===== src/rtl/pll_drp_reconfig_ctrl_if.sv =====
// rtl/pll_drp_reconfig_ctrl_if.sv - table, DRP and status signals of the PLL reconfiguration controller
interface pll_drp_reconfig_ctrl_if #(
  parameter int TBL_AW = 6
);
  logic              start;
  logic [TBL_AW-1:0] tbl_base;
  logic [TBL_AW-1:0] tbl_addr;
  logic [4:0]        tbl_daddr;
  logic [15:0]       tbl_mask;
  logic [15:0]       tbl_data;
  logic              tbl_last;
  logic [4:0]        daddr;
  logic [15:0]       di;
  logic              den;
  logic              dwe;
  logic [15:0]       drp_do;
  logic              drdy;
  logic              pll_rst;
  logic              pll_locked;
  logic              busy;
  logic              done;
  logic              error;

  modport master (
    input  start, tbl_base, tbl_daddr, tbl_mask, tbl_data, tbl_last, drp_do, drdy, pll_locked,
    output tbl_addr, daddr, di, den, dwe, pll_rst, busy, done, error
  );

  modport slave (
    output start, tbl_base, tbl_daddr, tbl_mask, tbl_data, tbl_last, drp_do, drdy, pll_locked,
    input  tbl_addr, daddr, di, den, dwe, pll_rst, busy, done, error
  );
endinterface


===== src/rtl/pll_drp_reconfig_ctrl.sv =====
// rtl/pll_drp_reconfig_ctrl.sv - DRP read-modify-write sequencer that reprograms a PLL from a table
module pll_drp_reconfig_ctrl #(
  parameter int TBL_AW       = 6,
  parameter int DRDY_TIMEOUT = 15,
  parameter int RST_HOLD     = 4,
  parameter int LOCK_TIMEOUT = 65535
) (
  input  logic                          clk,
  input  logic                          reset,
  pll_drp_reconfig_ctrl_if.master       bus
);
  localparam int MAX_A   = (DRDY_TIMEOUT > RST_HOLD) ? DRDY_TIMEOUT : RST_HOLD;
  localparam int CNT_MAX = (LOCK_TIMEOUT > MAX_A) ? LOCK_TIMEOUT : MAX_A;
  localparam int CW      = $clog2(CNT_MAX + 1);
  localparam logic [CW-1:0] DRDY_END = CW'(DRDY_TIMEOUT - 1);
  localparam logic [CW-1:0] HOLD_END = CW'(RST_HOLD - 1);
  localparam logic [CW-1:0] LOCK_END = CW'(LOCK_TIMEOUT - 1);

  typedef enum logic [2:0] {
    S_IDLE, S_FETCH, S_RD_REQ, S_RD_WAIT, S_WR_REQ, S_WR_WAIT, S_HOLD, S_LOCK_WAIT
  } state_t;

  state_t            state_q, state_d;
  logic [TBL_AW-1:0] tbl_addr_q, tbl_addr_d;
  logic [4:0]        daddr_q, daddr_d;
  logic [15:0]       di_q, di_d, mask_q, mask_d, data_q, data_d;
  logic              last_q, last_d;
  logic              den_q, den_d, dwe_q, dwe_d;
  logic              pll_rst_q, pll_rst_d, busy_q, busy_d, done_q, done_d, error_q, error_d;
  logic [CW-1:0]     cnt_q, cnt_d;

  always_ff @(posedge clk) begin
    if (reset) begin
      state_q    <= S_IDLE;
      tbl_addr_q <= '0;
      daddr_q    <= '0;
      di_q       <= '0;
      mask_q     <= '0;
      data_q     <= '0;
      last_q     <= 1'b0;
      den_q      <= 1'b0;
      dwe_q      <= 1'b0;
      pll_rst_q  <= 1'b0;
      busy_q     <= 1'b0;
      done_q     <= 1'b0;
      error_q    <= 1'b0;
      cnt_q      <= '0;
    end else begin
      state_q    <= state_d;
      tbl_addr_q <= tbl_addr_d;
      daddr_q    <= daddr_d;
      di_q       <= di_d;
      mask_q     <= mask_d;
      data_q     <= data_d;
      last_q     <= last_d;
      den_q      <= den_d;
      dwe_q      <= dwe_d;
      pll_rst_q  <= pll_rst_d;
      busy_q     <= busy_d;
      done_q     <= done_d;
      error_q    <= error_d;
      cnt_q      <= cnt_d;
    end
  end

  always_comb begin
    state_d    = state_q;
    tbl_addr_d = tbl_addr_q;
    daddr_d    = daddr_q;
    di_d       = di_q;
    mask_d     = mask_q;
    data_d     = data_q;
    last_d     = last_q;
    den_d      = 1'b0;
    dwe_d      = 1'b0;
    pll_rst_d  = pll_rst_q;
    busy_d     = busy_q;
    done_d     = 1'b0;
    error_d    = error_q;
    cnt_d      = cnt_q;
    case (state_q)
      S_IDLE: begin
        if (bus.start) begin
          tbl_addr_d = bus.tbl_base;
          error_d    = 1'b0;
          busy_d     = 1'b1;
          pll_rst_d  = 1'b1;
          state_d    = S_FETCH;
        end
      end
      S_FETCH: state_d = S_RD_REQ;
      S_RD_REQ: begin
        mask_d  = bus.tbl_mask;
        data_d  = bus.tbl_data;
        last_d  = bus.tbl_last;
        daddr_d = bus.tbl_daddr;
        den_d   = 1'b1;
        cnt_d   = '0;
        state_d = S_RD_WAIT;
      end
      S_RD_WAIT: begin
        if (bus.drdy) begin
          di_d    = (bus.drp_do & mask_q) | (data_q & ~mask_q);
          state_d = S_WR_REQ;
        end else if (cnt_q == DRDY_END) begin
          error_d   = 1'b1;
          pll_rst_d = 1'b0;
          busy_d    = 1'b0;
          state_d   = S_IDLE;
        end else begin
          cnt_d = cnt_q + CW'(1);
        end
      end
      S_WR_REQ: begin
        den_d   = 1'b1;
        dwe_d   = 1'b1;
        cnt_d   = '0;
        state_d = S_WR_WAIT;
      end
      S_WR_WAIT: begin
        if (bus.drdy) begin
          cnt_d = '0;
          if (last_q) begin
            state_d = S_HOLD;
          end else begin
            tbl_addr_d = tbl_addr_q + TBL_AW'(1);
            state_d    = S_FETCH;
          end
        end else if (cnt_q == DRDY_END) begin
          error_d   = 1'b1;
          pll_rst_d = 1'b0;
          busy_d    = 1'b0;
          state_d   = S_IDLE;
        end else begin
          cnt_d = cnt_q + CW'(1);
        end
      end
      S_HOLD: begin
        // lock counter starts from zero on the same edge that releases reset
        if (cnt_q == HOLD_END) begin
          pll_rst_d = 1'b0;
          cnt_d     = '0;
          state_d   = S_LOCK_WAIT;
        end else begin
          cnt_d = cnt_q + CW'(1);
        end
      end
      S_LOCK_WAIT: begin
        if (bus.pll_locked) begin
          done_d  = 1'b1;
          busy_d  = 1'b0;
          state_d = S_IDLE;
        end else if (cnt_q == LOCK_END) begin
          error_d = 1'b1;
          busy_d  = 1'b0;
          state_d = S_IDLE;
        end else begin
          cnt_d = cnt_q + CW'(1);
        end
      end
      default: state_d = S_IDLE;
    endcase
  end

  assign bus.tbl_addr = tbl_addr_q;
  assign bus.daddr    = daddr_q;
  assign bus.di       = di_q;
  assign bus.den      = den_q;
  assign bus.dwe      = dwe_q;
  assign bus.pll_rst  = pll_rst_q;
  assign bus.busy     = busy_q;
  assign bus.done     = done_q;
  assign bus.error    = error_q;
endmodule


===== src/flat_wrapper.sv =====
// flat-port wrapper written by rule: the top's interface ports become plain ports
module pll_drp_reconfig_ctrl_flat 
#(
  parameter int TBL_AW       = 6,
  parameter int DRDY_TIMEOUT = 15,
  parameter int RST_HOLD     = 4,
  parameter int LOCK_TIMEOUT = 65535
)
  (clk, reset, bus_start, bus_tbl_base, bus_tbl_daddr, bus_tbl_mask, bus_tbl_data, bus_tbl_last, bus_drp_do, bus_drdy, bus_pll_locked, bus_tbl_addr, bus_daddr, bus_di, bus_den, bus_dwe, bus_pll_rst, bus_busy, bus_done, bus_error);
  pll_drp_reconfig_ctrl_if #(.TBL_AW(TBL_AW)) bus_i ();
  input  logic clk;
  input  logic reset;
  input wire logic [$bits(bus_i.start)-1:0] bus_start;
  input wire logic [$bits(bus_i.tbl_base)-1:0] bus_tbl_base;
  input wire logic [$bits(bus_i.tbl_daddr)-1:0] bus_tbl_daddr;
  input wire logic [$bits(bus_i.tbl_mask)-1:0] bus_tbl_mask;
  input wire logic [$bits(bus_i.tbl_data)-1:0] bus_tbl_data;
  input wire logic [$bits(bus_i.tbl_last)-1:0] bus_tbl_last;
  input wire logic [$bits(bus_i.drp_do)-1:0] bus_drp_do;
  input wire logic [$bits(bus_i.drdy)-1:0] bus_drdy;
  input wire logic [$bits(bus_i.pll_locked)-1:0] bus_pll_locked;
  output wire logic [$bits(bus_i.tbl_addr)-1:0] bus_tbl_addr;
  output wire logic [$bits(bus_i.daddr)-1:0] bus_daddr;
  output wire logic [$bits(bus_i.di)-1:0] bus_di;
  output wire logic [$bits(bus_i.den)-1:0] bus_den;
  output wire logic [$bits(bus_i.dwe)-1:0] bus_dwe;
  output wire logic [$bits(bus_i.pll_rst)-1:0] bus_pll_rst;
  output wire logic [$bits(bus_i.busy)-1:0] bus_busy;
  output wire logic [$bits(bus_i.done)-1:0] bus_done;
  output wire logic [$bits(bus_i.error)-1:0] bus_error;
  assign bus_i.start = bus_start;
  assign bus_i.tbl_base = bus_tbl_base;
  assign bus_i.tbl_daddr = bus_tbl_daddr;
  assign bus_i.tbl_mask = bus_tbl_mask;
  assign bus_i.tbl_data = bus_tbl_data;
  assign bus_i.tbl_last = bus_tbl_last;
  assign bus_i.drp_do = bus_drp_do;
  assign bus_i.drdy = bus_drdy;
  assign bus_i.pll_locked = bus_pll_locked;
  assign bus_tbl_addr = bus_i.tbl_addr;
  assign bus_daddr = bus_i.daddr;
  assign bus_di = bus_i.di;
  assign bus_den = bus_i.den;
  assign bus_dwe = bus_i.dwe;
  assign bus_pll_rst = bus_i.pll_rst;
  assign bus_busy = bus_i.busy;
  assign bus_done = bus_i.done;
  assign bus_error = bus_i.error;
  pll_drp_reconfig_ctrl #(.TBL_AW(TBL_AW), .DRDY_TIMEOUT(DRDY_TIMEOUT), .RST_HOLD(RST_HOLD), .LOCK_TIMEOUT(LOCK_TIMEOUT)) u_core (.clk(clk), .reset(reset), .bus(bus_i));
endmodule

===== config.mk =====
export PLATFORM = sky130hd
export DESIGN_NAME = pll_drp_reconfig_ctrl_flat
export DESIGN_NICKNAME = d
export VERILOG_FILES = /design/src/rtl/pll_drp_reconfig_ctrl_if.sv /design/src/rtl/pll_drp_reconfig_ctrl.sv /design/src/flat_wrapper.sv
export SDC_FILE = /design/constraint.sdc
export NUM_CORES = 1
export LEC_CHECK = 0
export ABC_AREA = 1
export BUFFER_PORTS_ARGS = -buffer_cell sky130_fd_sc_hd__clkbuf_2
export CORE_ASPECT_RATIO = 1.75
export CORE_MARGIN = 2
export CORE_UTILIZATION = 30
export CTS_CLUSTER_DIAMETER = 30
export DETAILED_ROUTE_END_ITERATION = 16
export GPL_ROUTABILITY_DRIVEN = 0
export HOLD_SLACK_MARGIN = 0.1
export PLACE_DENSITY = 0.57
export REMOVE_ABC_BUFFERS = 1
export SYNTH_ARGS = -nofsm -noshare
export SYNTH_HDL_FRONTEND = slang
export SYNTH_SLANG_ARGS = --single-unit

===== constraint.sdc =====
create_clock -name clk -period 1.5 [get_ports clk]
set_clock_uncertainty 0.05 [all_clocks]
set_input_delay 0.225 -clock clk [delete_from_list [all_inputs] [get_ports clk]]
set_output_delay 0.225 -clock clk [all_outputs]
set_load 0.005 [all_outputs]

==> impl_metrics.csv <==
group,metric,value,unit
power_and_ir_drop,p_total,6.78,mW
timing,period_needed,1.63,ns
timing,hold_violations,0,
critical_path,cpPeakStageDelay,0.37,ns
timing,clock.fmax,0.615,GHz
power_and_ir_drop,peakVddDrop,0.682,mV
critical_path,r2r_end,"u_core.cnt_q[7]",
timing,slew_violations,0,
floorplanning,die_h,163,um
critical_path,cp_cell_sequence,"inv_4 > ha_4 > inv_2 > nor2_4 > nand2_2 > nor2_4 > nand2_4 > nand3_4 > inv_4 > a21oi_2 > nand2_1 > inv_1",
critical_path,path_class,"register to register",
detailed_routing,drt_iter0_markers,182,
final_layout,ff_latch_area,1730,sq um
clock_network,htreeDepth,3,
global_route,grt_max_degree,44,
detailed_routing,route.detailed.drc,0,
clock_network,cts_num_sinks,85,
final_layout,insertedDiodeCount,0,
critical_path,critical_path.max_fanout,5,
synth,async_reset_ff_share,0,%
critical_path,cp_data_required_time,1.74,ns
flow_run,drv_cap,0,
clock_network,clk_latency,0.35,ns
floorplanning,start_util,30.4,%
detailed_routing,ant_nets,0,
global_route,grt_usage,18.3,%
floorplanning,row_count,58,
synth,synthTopCellsByArea,"dfxtp_1, nand2_1, nor2_1",
detailed_routing,firstDrtPassIters,4,
clock_network,clockBufferDepth,2,
clock_network,cts_root_buf,"clkbuf_16",
synth,syn_area,4320,sq um
timing,fin_crit_sh,108,%
final_layout,fin_util,45.6,%
floorplanning,dieArea,15400,sq um
timing,finalWorstSetupSlack,-0.125,ns
hold_path,hp-class,"input port to register",
critical_path,crit_path_end_kind,"register",
synth,yosys.area.top_type,"dfxtp_1",
synth,ys_seq_area_share,39.4,%
global_route,grt_pass1_vias,4680,
floorplanning,die_w,94.7,um
synth,synth_flop_cell,"dfxtp_1",
hold_path,worstHoldPathCells,3,
power_and_ir_drop,power_density,1040,nW/um^2
floorplanning,coreArea,14200,sq um
clock_network,clkTransAtPathRegs,0.07,ns
detailed_routing,drt-vias-per-instance,4.74,
synth,synth_top_area_share,39.4,%
synth,synth_cell_type_count,36,
critical_path,reg2regPathDepth,12,
synth,synth-edff-count,0,
synth,synthCells,638,
detailed_routing,num_vias,4804,
critical_path,cp-start-kind,"register",
critical_path,crit-reg2reg-launch,"u_core.cnt_q[0]",
critical_path,ff2ff_setup_slack,-0.13,ns
final_layout,drive_above_1_share,37.2,%
hold_path,holdPathEnd,"u_core.data_q[12]",
timing,setup_viol,21,
global_route,antenna_found_initial,0,
final_layout,area_growth,50.1,%
timing,tightestPinTransition,0.415,ns
synth,postSynthAreaPerCell,6.78,sq um
floorplanning,io_pins,98,
outcome,outcome,"finished, violations left",
critical_path,worstPathArrival,1.86,ns
synth,yosysWarningCount,0,
timing,slew_headroom,72.3,%
placement,place_ws,-0.313,ns
outcome,violations,"setup timing",
timing,rsz0062_at_grt,"yes",
synth,synth-seq-cells,85,
final_layout,multi_input_area,2520,sq um
detailed_routing,route.detailed.wl_per_inst,13.7,um
placement,port-buffer-count,97,
final_layout,n_fill_cell,1525,
clock_network,cts_tree,"done",
global_route,grt_pass1_wl,22.0,mm
global_route,grt-ovfl-total,0,
final_layout,fin_nets,897,
power_and_ir_drop,p_leak,2.89,nW
critical_path,cp_slowest_cell,"dfxtp_4",
clock_network,cts_buffers,9,
timing,holdWs,0.110,ns
detailed_routing,wl,13.9,mm
hold_path,min_from,"bus_tbl_data[12]",
placement,hpwl,9.98,mm
synthesized netlist by cell type, types with 2 or more instances:
cell type	n
nand4_1	7
nor2_2	5
a31oi_1	3
o21ai_1	3
inv_1	56
nor2_1	92
clkbuf_1	10
nand2_4	4
nand3_1	51
nand2_2	8
buf_2	7
or2_2	2
ha_1	3
nor2_4	2
inv_4	2
nand3_2	4
inv_2	7
a21oi_1	57
xnor2_1	2
buf_4	3
o211ai_1	2
buf_1	2
buf_6	4
nand2_1	138
a21oi_2	3
dfxtp_1	85
o21ai_0	66
xor2_1	2
worst max-delay path: cells and delay by family (launching register included):
kind,cells,cell delay (ns)
buffers and inverters,4,0.20
AOI/OAI and AO/OA,1,0.12
DFF,1,0.37
adders and majority gates,1,0.13
and+or+nand+nor,6,0.69
cells by family after synthesis:
logic type	after synthesis	share of synthesized area, %
buf+inv	92	9.38
flops	85	39.4
simple gates	318	32.9
fa+ha+maj	3	0.868
compound gates	136	16.6
xor+xnor	4	0.811
power breakdown:
group	internal, mW	switching [mW]	leakage (nW)
Sequential	2.51	0.190	0.699
Combinational	0.890	1.03	2.06
Clock	1.15	1.01	0.134
Total	4.55	2.23	2.89
how the worst max path moves through the flow:
| stage | start | to | slack (ns) | depth (start not counted) |
|---|---|---|---|---|
| after global placement | u_core.cnt_q[1] | u_core.cnt_q[15] | -0.34 | 11 |
| after CTS | u_core.cnt_q[0] | u_core.cnt_q[2] | -0.08 | 11 |
| after global routing | u_core.cnt_q[0] | u_core.cnt_q[7] | -0.21 | 12 |
| after floorplan | u_core.state_q[1] | u_core.data_q[0] | -0.71 | 5 |
| final | u_core.cnt_q[0] | u_core.cnt_q[7] | -0.13 | 12 |
| after detailed placement | u_core.cnt_q[1] | u_core.cnt_q[15] | -0.31 | 11 |
sequential cells by signal (all words and copies together) (netlist names), 3 cells and up:
name and cells:
u_core.bus.di 16, u_core.cnt_q 16, u_core.data_q 16, u_core.mask_q 16, u_core.bus.tbl_addr 6, u_core.bus.daddr 5, u_core.state_q 3
per-layer routing:
| metal | wire length [um] | track usage (%) | part of all wire [%] |
|---|---|---|---|
| met5 | 0 | 0 | 0 |
| met2 | 7990 | 35.6 | 58 |
| met3 | 463 | 3.29 | 3.3 |
| met1 | 4790 | 17.5 | 34 |
| met4 | 653 | 9.42 | 4.7 |
per-stage QoR:
stage	cell area (sq um)	setup TNS, ns	instances
after global routing	6490	-3.44	1014
final	6490	-1.36	1014
after floorplan	4180	-26.41	612
after CTS	6210	-0.767	1008
after detailed placement	5450	-3.69	959
after global placement	5450	-3.08	959
repair_timing:
item                                    in CTS  in global routing
pin swaps                                   12                 24
gates cloned                                 1                  1
buffers inserted                             5                  5
endpoints found under the hold margin       27                  0
endpoints found under the setup margin      28                 30
hold buffers                                27                  0
gates resized for setup                     52                 59
area by class of cell:
type                       count  share of cell area (%)
inverter                      66                    4.13
clock buffer                   9                    3.47
clock inverter                 7                   0.887
sequential                    85                    26.6
tap                          180                    3.47
multi-input combinational    462                    38.8
timing repair buffer         205                    22.6
layout by cell type (no fill, tap or decap), types with 17 or more instances in the layout:
cell type / instances
nor2_1: 81
o21ai_0: 61
nand3_1: 40
nand2_1: 123
inv_1: 52
buf_4: 67
nand2_2: 17
a21oi_1: 47
clkbuf_2: 97
dfxtp_1: 72
dlygate4sd3_1: 27
Note: power is estimated with default switching activity, not from simulation.
